--- src/rtl/wbc_posted_write_bridge.sv ---
// Classic-to-pipelined Wishbone bridge: posted writes drain from a small
// FIFO in pipelined bursts; reads issue singly behind all posted writes.
`timescale 1ns/1ps
module wbc_posted_write_bridge #(
    parameter int AW     = 30,
    parameter int DW     = 32,
    parameter int LGFIFO = 3
) (
    input  logic            i_clk,
    input  logic            i_reset,
    input  logic            i_scyc,
    input  logic            i_sstb,
    input  logic            i_swe,
    input  logic [AW-1:0]   i_saddr,
    input  logic [DW-1:0]   i_sdata,
    input  logic [DW/8-1:0] i_ssel,
    output logic            o_sack,
    output logic [DW-1:0]   o_sdata,
    output logic            o_serr,
    output logic            o_mcyc,
    output logic            o_mstb,
    output logic            o_mwe,
    output logic [AW-1:0]   o_maddr,
    output logic [DW-1:0]   o_mdata,
    output logic [DW/8-1:0] o_msel,
    input  logic            i_mack,
    input  logic            i_merr,
    input  logic            i_mstall,
    input  logic [DW-1:0]   i_mdata,
    output logic            o_wr_err,
    input  logic            i_err_clr
);
    localparam int SW    = DW / 8;
    localparam int DEPTH = 1 << LGFIFO;
    localparam logic [LGFIFO:0]   CNT_FULL = (LGFIFO + 1)'(DEPTH);
    localparam logic [LGFIFO:0]   CNT_ONE  = (LGFIFO + 1)'(1);
    localparam logic [LGFIFO-1:0] PTR_ONE  = LGFIFO'(1);

    typedef enum logic [1:0] {
        IDLE,
        WRITE,
        RDREQ,
        RDWAIT
    } state_t;

    state_t state, state_nxt;

    logic [AW-1:0] fifo_addr [DEPTH];
    logic [DW-1:0] fifo_data [DEPTH];
    logic [SW-1:0] fifo_sel  [DEPTH];

    logic [LGFIFO-1:0] wr_ptr, rd_ptr;
    logic [LGFIFO:0]   count, count_nxt;
    logic [LGFIFO:0]   outstanding, outstanding_nxt;

    logic          full, empty, rd_busy;
    logic          push, pop, rd_pend;
    logic          rd_live, rd_ok, rd_bad;
    logic          sack, serr, rd_abort, wr_err;
    logic [DW-1:0] sdata;
    logic [AW-1:0] rd_addr;
    logic [SW-1:0] rd_sel;

    assign full    = (count == CNT_FULL);
    assign empty   = (count == '0);
    assign rd_busy = (state == RDREQ) || (state == RDWAIT);

    // No push while o_sack is high: the master still holds stb that cycle.
    assign push = i_scyc && i_sstb && i_swe && !full && !sack && !rd_busy;
    assign pop  = (state == WRITE) && !empty && !i_mstall && !i_merr;

    assign rd_pend = i_scyc && i_sstb && !i_swe && !sack && !serr;

    assign rd_live = i_scyc && !rd_abort;
    assign rd_ok   = (state == RDWAIT) && i_mack && !i_merr && rd_live;
    assign rd_bad  = (state == RDWAIT) && i_merr && rd_live;

    always_comb begin
        count_nxt = count;
        if (push && !pop)
            count_nxt = count + CNT_ONE;
        else if (pop && !push)
            count_nxt = count - CNT_ONE;
    end

    // Acks outside a write burst, or with nothing in flight, are ignored.
    always_comb begin
        outstanding_nxt = outstanding;
        if (state != WRITE || i_merr)
            outstanding_nxt = '0;
        else if (pop && !(i_mack && outstanding != '0))
            outstanding_nxt = outstanding + CNT_ONE;
        else if (!pop && i_mack && outstanding != '0)
            outstanding_nxt = outstanding - CNT_ONE;
    end

    always_comb begin
        state_nxt = state;
        o_mcyc    = 1'b0;
        o_mstb    = 1'b0;
        o_mwe     = 1'b0;
        o_maddr   = '0;
        o_mdata   = '0;
        o_msel    = '0;
        unique case (state)
            IDLE: begin
                if (!empty || push)
                    state_nxt = WRITE;
                else if (rd_pend && outstanding == '0)
                    state_nxt = RDREQ;
            end
            WRITE: begin
                o_mcyc = 1'b1;
                o_mwe  = 1'b1;
                o_mstb = !empty;
                if (!empty) begin
                    o_maddr = fifo_addr[rd_ptr];
                    o_mdata = fifo_data[rd_ptr];
                    o_msel  = fifo_sel[rd_ptr];
                end
                if (i_merr)
                    state_nxt = IDLE;
                else if (count_nxt == '0 && outstanding_nxt == '0)
                    state_nxt = IDLE;
            end
            RDREQ: begin
                o_mcyc  = 1'b1;
                o_mstb  = 1'b1;
                o_maddr = rd_addr;
                o_msel  = rd_sel;
                if (!i_mstall)
                    state_nxt = RDWAIT;
            end
            RDWAIT: begin
                o_mcyc = 1'b1;
                if (i_mack || i_merr)
                    state_nxt = IDLE;
            end
            default: state_nxt = IDLE;
        endcase
    end

    always_ff @(posedge i_clk) begin
        if (i_reset) begin
            state       <= IDLE;
            count       <= '0;
            wr_ptr      <= '0;
            rd_ptr      <= '0;
            outstanding <= '0;
            sack        <= 1'b0;
            serr        <= 1'b0;
            sdata       <= '0;
            wr_err      <= 1'b0;
            rd_addr     <= '0;
            rd_sel      <= '0;
            rd_abort    <= 1'b0;
        end else begin
            state       <= state_nxt;
            count       <= count_nxt;
            outstanding <= outstanding_nxt;
            if (push)
                wr_ptr <= wr_ptr + PTR_ONE;
            if (pop)
                rd_ptr <= rd_ptr + PTR_ONE;
            sack <= push || rd_ok;
            serr <= rd_bad;
            if (state == RDWAIT && i_mack && !i_merr)
                sdata <= i_mdata;
            // A slave that walks away mid-read gets no completion pulse.
            if (state == IDLE && state_nxt == RDREQ) begin
                rd_addr  <= i_saddr;
                rd_sel   <= i_ssel;
                rd_abort <= 1'b0;
            end else if (rd_busy && !i_scyc) begin
                rd_abort <= 1'b1;
            end
            if (state == WRITE && i_merr)
                wr_err <= 1'b1;
            else if (i_err_clr)
                wr_err <= 1'b0;
        end
    end

    always_ff @(posedge i_clk) begin
        if (push) begin
            fifo_addr[wr_ptr] <= i_saddr;
            fifo_data[wr_ptr] <= i_sdata;
            fifo_sel[wr_ptr]  <= i_ssel;
        end
    end

    assign o_sack   = sack;
    assign o_serr   = serr;
    assign o_sdata  = sdata;
    assign o_wr_err = wr_err;

endmodule

--- config.mk ---
export PLATFORM = sky130hd
export DESIGN_NAME = wbc_posted_write_bridge
export DESIGN_NICKNAME = d
export VERILOG_FILES = /design/src/rtl/wbc_posted_write_bridge.sv
export SDC_FILE = /design/constraint.sdc
export NUM_CORES = 1
export LEC_CHECK = 0
export CAP_MARGIN = 20
export CELL_PAD_IN_SITES_DETAIL_PLACEMENT = 0
export CELL_PAD_IN_SITES_GLOBAL_PLACEMENT = 1
export CORE_MARGIN = 2
export CORE_UTILIZATION = 30
export CTS_CLUSTER_DIAMETER = 80
export DETAILED_ROUTE_END_ITERATION = 7
export GPL_TIMING_DRIVEN = 0
export PLACE_DENSITY = 0.56
export RECOVER_POWER = 50
export SLEW_MARGIN = 15
export SYNTH_ARGS = -nofsm -noshare
export SYNTH_HDL_FRONTEND = slang
export SYNTH_SLANG_ARGS = --single-unit
--- constraint.sdc ---
create_clock -name i_clk -period 11.85 [get_ports i_clk]
set_input_delay 1.7775 -clock i_clk [delete_from_list [all_inputs] [get_ports i_clk]]
set_output_delay 1.7775 -clock i_clk [all_outputs]
set_load 0.02 [all_outputs]
==> qor.csv, run 1 <==
stage,metric,value,unit
finish,# fillers,7297,
timing,RSZ-0062 raised after global routing,false,
worst_setup_path,CP Class,reg -> out,
outcome,status,"complete, but fails checks",
route,number of remaining DRC errors,0,
pwr,Int Power,3.73,mW
worst_setup_path,Worst path slowest cell,clkbuf_1,
placement,HPWL Detailed,45400,um
timing,Tmin final,6320,ps
placement,# port buffers,208,
worst_setup_path,Setup crit end kind,primary output,
logic_synthesis,largest area contributor in the netlist,edfxtp_1,
pwr,sw frac,22.0,%
logic_synthesis,Synth top area share,65.9,%
cts,"Clk Latency, worst-skew pair",610,ps
grt,vias in the first global route,13900,
floorplanning,Std-Cell Rows,103,
route,drt first-iter violations,759,
cts,CTS buffer count,67,
worst_setup_path,Worst path most repeated cell,clkbuf_1,
timing,fmax,158,MHz
floorplanning,die area,82500,um2
cts,clk sink count,617,
floorplanning,total core area,79300,um2
outcome,violated checks,"capacitance limit, slew limit",
cts,post-CTS setup repair buffer count,0,
worst_setup_path,"slowest stage delay, CP",640,ps
timing,Final Hold Viols,0,
timing,Rel. slew slack,-6.26,%
logic_synthesis,leading post-synthesis cells by cell area,"edfxtp_1 66%, mux4_2 12%, dfxtp_1 7.4%",
timing,clk_skew,25.3,ps
worst_setup_path,crit path DAT,4540,ps
worst_setup_path,Critical Path RT,10070,ps
route,number of vias per cell,4.69,
logic_synthesis,largest family of logic cells by synthesized area,multiplexers,
logic_synthesis,Yosys cell types,48,
pwr,clock share of power,43.4,%
pwr,Pwr per Cell Area,157,nW/um2
logic_synthesis,Gate Count Post-Synth,1377,
timing,Setup Viol. Count Final,0,
logic_synthesis,Yosys warning total,0,
floorplanning,Die X,287,um
logic_synthesis,Post-synth top flop,edfxtp_1,
grt,global-route wire length before repair,93200,um
flow_run,number of max-cap violations,1,
route,drt wl/cell,22.4,um
cts,CTS tree,yes,
finish,final core occ,38.4,%
logic_synthesis,post-synthesis sequential area ratio,73.3,%
pwr,Reg power frac,50.1,%
route,total routed wirelength,63800,um
logic_synthesis,Synth Area in XOR/XNOR,0.291,%
pwr,Leak,9.67,nW
timing,Setup TNS,0,ps
logic_synthesis,Compound-Gate Fraction of Synth Area,3.27,%
logic_synthesis,Simple-Gate Fraction of Synth Area,5.79,%
timing,max-slew violations,10,
logic_synthesis,adder-cell share of the synthesized area,0.572,%
worst_setup_path,crit path cell chain,"inv_1, ha_1, or3b_1, buf_6, nand2_1, clkbuf_1, clkbuf_1, clkbuf_1, nor2_1, clkdlybuf4s50_1",
route,Vias,13400,
cts,CTS Hold Bufs,0,
logic_synthesis,post-synthesis mux area share,15.3,%
grt,largest net degree at the start of global routing,19,
logic_synthesis,ys async rst share,0,%
worst_setup_path,"Max FO, Critical Path",10,
timing,Worst Max-Slew Pin Slew,1590,ps
pwr,Comb pwr share,6.5,%
cts,CTS resizes,0,
finish,final net count,1865,
cts,"CTS clk-pin slew, worst paths",60,ps
logic_synthesis,Post-synth EDFFs,528,
route,DRT antenna net count,0,
finish,layout cells sized above 1,19.3,%
route,First-pass DRT Iterations,5,
floorplanning,Initial Utilization,30.4,%
cts,Root Buffer,clkbuf_16,
timing,hold_ws,449,ps
grt,GR Overflow Total,0,
timing,Tcrit/Tclk final,53.3,%
logic_synthesis,syn_nets,1495,
cts,Max Buffers Root-to-Sink,3,
worst_setup_path,"Largest delay share family, worst path",buffers and inverters,
worst_setup_path,worst path buffer plus inverter count,6,
logic_synthesis,Seq cells post-synth,617,
cts,CTS H-tree lvls,3,
placement,Placer Congestion,0.761,
finish,Layout area overhead,26.3,%
grt,Total Routing Usage GR,15.4,%
logic_synthesis,Post-Syn Area,24100,um2
worst_hold_path,Tightest Hold Check Type,reg -> reg,
worst_setup_path,startpoint class of the critical path,register,
pwr,Psw,1.05,mW
floorplanning,I/O pins,211,
floorplanning,Die Ht,287,um
logic_synthesis,Post-Syn Area per Cell,17.5,um2
pwr,Worst VDD drop,0.0790,mV
grt,initial antenna violation count,18,
[cells by family after synthesis]
| group | after synthesis |
|---|---|
| multiplexers | 202 |
| flip-flops | 617 |
| buffers and inverters | 88 |
| adder cells (fa/ha/maj) | 11 |
| XOR/XNOR | 8 |
| AO/OA/AOI/OAI | 138 |
| AND/OR/NAND/NOR | 313 |
[per-stage QoR]
stage / worst slack, ps / instances / total power, mW / cell area, um2
5_1_grt: 5320 / 2849 / 4.95 / 30400
4_1_cts: 5370 / 2847 / 4.85 / 30500
3_5_place_dp: 6010 / 2727 / 2.76 / 28300
2_1_floorplan: 2080 / 1377 / 2.60 / 24100
3_3_place_gp: -7130 / 2635 / 2.76 / 27500
6_report: 5530 / 2850 / 4.78 / 30400
[power by group through the flow]
stage / clock, mW / sequential, mW / combinational (mW)
global route: 2.22 / 2.39 / 0.342
CTS: 2.13 / 2.39 / 0.326
detailed placement: 0 / 2.44 / 0.325
floorplan: 0 / 2.44 / 0.162
finish: 2.07 / 2.39 / 0.312
global placement: 0 / 2.44 / 0.316
[path summary, 6_finish.rpt]
path | start | endpoint | slack, ps | depth (start not counted)
hold reg to reg | o_sdata[22] | o_sdata[22] | 450 | 2
setup / recovery | count[0] | o_mdata[9] | 5530 | 10
setup reg to reg | state[0] | fifo_data[2][26] | 7870 | 12
hold / removal | o_sdata[22] | o_sdata[22] | 450 | 2
[cell usage after synthesis, types with 8 or more instances]
library cell,n
mux2i_1,70
nor2_1,53
o21ai_0,41
clkbuf_1,44
nand3_1,8
inv_1,9
and2_1,34
nand2_1,184
a21oi_1,76
buf_1,11
edfxtp_1,528
ha_1,11
dfxtp_1,89
buf_2,21
mux4_2,132
[per-layer routing]
| metal | up-vias | GRT usage [%] | wire length (um) |
|---|---|---|---|
| met5 | - | 0 | 63 |
| met4 | 10 | 4.14 | 1160 |
| met3 | 93 | 2.91 | 2980 |
| met2 | 305 | 26.1 | 31900 |
| met1 | 6859 | 20.3 | 27700 |
| li1 | 6106 | - | - |
[cell type report]
| type | instances | area [um2] | share of cell area (%) |
|---|---|---|---|
| repair buffers | 301 | 2850 | 9.38 |
| well taps | 1050 | 1310 | 4.32 |
| plain buffers | 79 | 337 | 1.11 |
| clock inverters | 29 | 314 | 1.03 |
| multi-input cells | 672 | 6050 | 19.9 |
| diodes | 2 | 5.00 | 0.0165 |
| flip-flops and latches | 617 | 17600 | 58.0 |
| clock buffers | 91 | 1870 | 6.15 |
| inverters | 9 | 33.8 | 0.111 |
[worst register-to-register path, stage by stage (launching register included)]
cell      delay [ps]
dfxtp_1          410
inv_1            130
ha_1             250
nor2_1           190
nand4_1          190
clkbuf_1         300
nor4b_1         1030
buf_4            320
buf_4            190
buf_4            170
buf_4            170
buf_4            170
buf_4            170
[registers in the layout (all words and copies together) (netlist names), named ones only]
register and flops:
count 4, o_wr_err 1, state 2, outstanding 4, rd_ptr 3, o_serr 1, o_sdata 32, rd_addr 30
fifo_sel 32, o_sack 1, fifo_data 256, wr_ptr 3, rd_abort 1, fifo_addr 240, rd_sel 4
[placed cells by master (no fill, tap or decap), drive strengths merged, types with 13 or more instances in the layout]
master,instances
edfxtp,528
nand2,184
clkbuf,141
mux4,132
buf,122
clkdlybuf4s50,104
dlygate4sd3,104
dfxtp,89
a21oi,76
mux2i,70
nor2,54
o21ai,41
and2,34
clkinv,19
inv,13
Power figures use the tool's default switching activity.
==> run 2: changes to the inputs <==
Clock period 11.85 ns to 6 ns, I/O delays scaled along.
==> run 2 against run 1 <==
Worst setup slack got worse by 4900 ps. Global-route usage decreased by 0.26 points. Power is 97% higher. Worst hold slack about the same. First-iteration DRC count increased by 5.7%. Critical path type unchanged. The flow still finishes with violations (capacitance limit, slew limit). Sequential share of layout area grew 0.069 points. Flip-flop and latch count stayed put. Via count fell by 0.40%. Final area is 0.12% lower. Final cell count is 0.74% lower. Register-to-register slack got worse by 6100 ps. Count of clock-buffer cells in the layout down 1.
==> qor.csv, run 2 (same netlist as run 1, synthesis figures left out) <==
stage,metric,value,unit,change
outcome,status,"complete, but fails checks",,
outcome,violated checks,"capacitance limit, slew limit",,
grt,vias in the first global route,13800,,-1.1%
worst_hold_path,hold depth,2,,unchanged
flow_run,number of max-cap violations,2,,+1
route,Vias,13300,,-0.40%
finish,Reg with most FFs,fifo_data,,
worst_setup_path,Setup crit end kind,primary output,,
floorplanning,total core area,79300,um2,unchanged
floorplanning,Die Ht,287,um,unchanged
route,First-pass DRT Iterations,5,,unchanged
finish,"commonest non-fill, non-tap cells in the layout","528 x edfxtp_1, 184 x nand2_1, 132 x mux4_2, 106 x clkdlybuf4s50_1, 102 x dlygate4sd3_1",,
finish,"most common cell after layout, fill and taps aside",edfxtp_1,,
worst_setup_path,FF-to-FF setup slack,1740,ps,-6130 ps
placement,pre-CTS setup slack,1100,ps,-4920 ps
finish,# fillers,7310,,+0.18%
timing,Final Hold Viols,0,,unchanged
worst_setup_path,"Largest delay share family, worst path",buffers and inverters,,
timing,Tcrit/Tclk final,90.0,%,
timing,fmax,185,MHz,
timing,Rel. slew slack,-61.1,%,-55 points
cts,Max Buffers Root-to-Sink,3,,unchanged
pwr,Psw,2.07,mW,+97%
timing,"Worst Setup Slack, final",603,ps,-4930 ps
route,DRT antenna net count,0,,unchanged
grt,global-route wire length before repair,91100,um,-2.2%
timing,Setup Viol. Count Final,0,,unchanged
cts,CTS tree,yes,,
pwr,clock share of power,43.1,%,-0.3 points
grt,GR Overflow Total,0,,unchanged
cts,CTS resizes,0,,unchanged
timing,Setup TNS,0,ps,unchanged
cts,CTS Hold Bufs,0,,unchanged
timing,Tmin final,5400,ps,
finish,Layout area overhead,26.2,%,
floorplanning,Std-Cell Rows,103,,unchanged
finish,Post-Layout Inst Area,30400,um2,-0.12%
placement,Placer Congestion,0.743,,-2.4%
route,drt first-iter violations,802,,+5.7%
worst_setup_path,FF-to-FF path depth,9,,-3
pwr,Pwr per Cell Area,309,nW/um2,+97%
cts,CTS H-tree lvls,3,,unchanged
pwr,Design Power,9.39,mW,+97%
worst_hold_path,Hold Startpoint,o_sdata[12],,
worst_hold_path,Tightest Hold Check Type,reg -> reg,,
timing,RSZ-0062 raised after global routing,false,,
cts,Root Buffer,clkbuf_16,,
worst_setup_path,FF-to-FF End,fifo_data[1][11],,
floorplanning,die area,82500,um2,unchanged
worst_setup_path,"Max FO, Critical Path",10,,unchanged
worst_setup_path,Critical Path RT,5100,ps,-4970 ps
worst_setup_path,crit path cell chain,"inv_1, ha_1, or3b_1, buf_6, nand2_1, clkbuf_1, clkbuf_1, clkbuf_1, nor2_1, clkdlybuf4s50_1",,
worst_setup_path,worst path buffer plus inverter count,6,,unchanged
worst_setup_path,Worst path most repeated cell,clkbuf_1,,
worst_setup_path,startpoint class of the critical path,register,,
worst_setup_path,Worst path slowest cell,clkbuf_1,,
placement,# port buffers,208,,unchanged
cts,clk sink count,617,,unchanged
floorplanning,Initial Utilization,30.4,%,unchanged
pwr,Worst VDD drop,0.191,mV,+140%
floorplanning,I/O pins,211,,unchanged
placement,Placed Instances,2703,,-0.88%
pwr,Int Power,7.32,mW,+96%
finish,Largest regs,"fifo_data: 256 flops, fifo_addr: 240 flops",,
worst_setup_path,CP Class,reg -> out,,
timing,Worst Max-Slew Pin Slew,2390,ps,+806 ps
cts,"Clk Latency, worst-skew pair",610,ps,about the same
cts,post-CTS setup repair buffer count,0,,unchanged
route,number of vias per cell,4.71,,+0.34%
pwr,Comb pwr share,6.6,%,about the same
worst_setup_path,crit path DAT,4500,ps,-40 ps
grt,initial antenna violation count,20,,+2
grt,Total Routing Usage GR,15.2,%,-0.26 points
floorplanning,Die X,287,um,unchanged
worst_hold_path,Hold EP,o_sdata[12],,
worst_setup_path,Worst R2R Start,state[0],,
pwr,sw frac,22.0,%,+0.039 points
finish,max reg flops,256,,unchanged
pwr,Reg power frac,50.3,%,+0.2 points
timing,clk_skew,33.7,ps,+8.40 ps
worst_setup_path,Crit. Startpoint,count[0],,
finish,layout cells sized above 1,18.3,%,-1.0 points
route,drt wl/cell,22.2,um,-0.63%
cts,"CTS clk-pin slew, worst paths",60,ps,about the same
timing,max-slew violations,13,,+3
pwr,Leak,9.57,nW,-1.1%
finish,final net count,1841,,-1.3%
worst_setup_path,"slowest stage delay, CP",650,ps,about the same
cts,CTS buffer count,68,,+1.5%
route,number of remaining DRC errors,0,,unchanged
route,total routed wirelength,62900,um,-1.4%
placement,HPWL Detailed,44400,um,-2.2%
grt,largest net degree at the start of global routing,19,,unchanged
finish,post-route non-filler standard cell count,2829,,-0.74%
placement,placed cell area,28300,um2,about the same
-- run 2: changes by cell type in the layout (fill, tap and decap cells not counted), moves of 2 or more --
cell	before	now
buf_4	58	27
buf_6	16	35
buf_2	33	19
clkinv_1	6	12
clkinv_2	8	13
buf_8	0	4
clkbuf_8	6	2
inv_6	4	1
clkbuf_1	65	63
clkbuf_16	69	71
clkdlybuf4s50_1	104	106
clkinv_4	3	1
dlygate4sd3_1	104	102
-- run 2: worst reg2reg max path, cell delays in order (launching register included) --
cell      delay, ps
dfxtp_1         410
inv_1           140
ha_1            260
nor2_1          200
nand4_1         190
clkbuf_1        270
nor4b_1        1860
buf_6           310
buf_8           170
buf_6           180
-- run 2: final cells by class --
class	instances	area (um2)	area share [%]
antenna	2	5.00	0.0165
buffer	79	337	1.11
clock buffer	90	1870	6.15
clock inverter	34	302	0.993
inverter	9	33.8	0.111
multi-input combinational	672	6070	20.0
sequential	617	17600	58.1
tap	1050	1310	4.33
timing repair buffer	276	2810	9.26
-- run 2: power groups by stage --
stage                     Sequential [mW]  Clock [mW]  Combinational, mW
after floorplan                      4.81           0              0.320
after global placement               4.82           0              0.622
after detailed placement             4.81           0              0.639
after CTS                            4.72        4.18              0.642
after global routing                 4.73        4.33              0.676
final                                4.72        4.05              0.617
-- run 2: worst max-delay path by stage --
| stage | endpoint | cells after the start |
|---|---|---|
| finish | o_mdata[5] | 10 |
| global route | o_mdata[5] | 10 |
| CTS | o_mdata[5] | 10 |
| detailed placement | o_mdata[5] | 10 |
| global placement | fifo_data[6][13] | 6 |
| floorplan | fifo_addr[6][0] | 5 |
-- run 2: routing by layer --
layer / up-vias / GRT usage (%) / share of wire [%]
met4: 16 / 4.53 / 2.0
met2: 303 / 25.3 / 49
met1: 6853 / 19.9 / 43
li1: 6043 / - / -
met3: 104 / 3.17 / 5.4
met5: - / 0 / 0.15
-- run 2: through the flow --
step	util (%)	hold slack, ps
global placement	34.7	442
detailed placement	35.7	447
global route	38.3	474
CTS	38.4	455
finish	38.3	449
floorplan	-	436
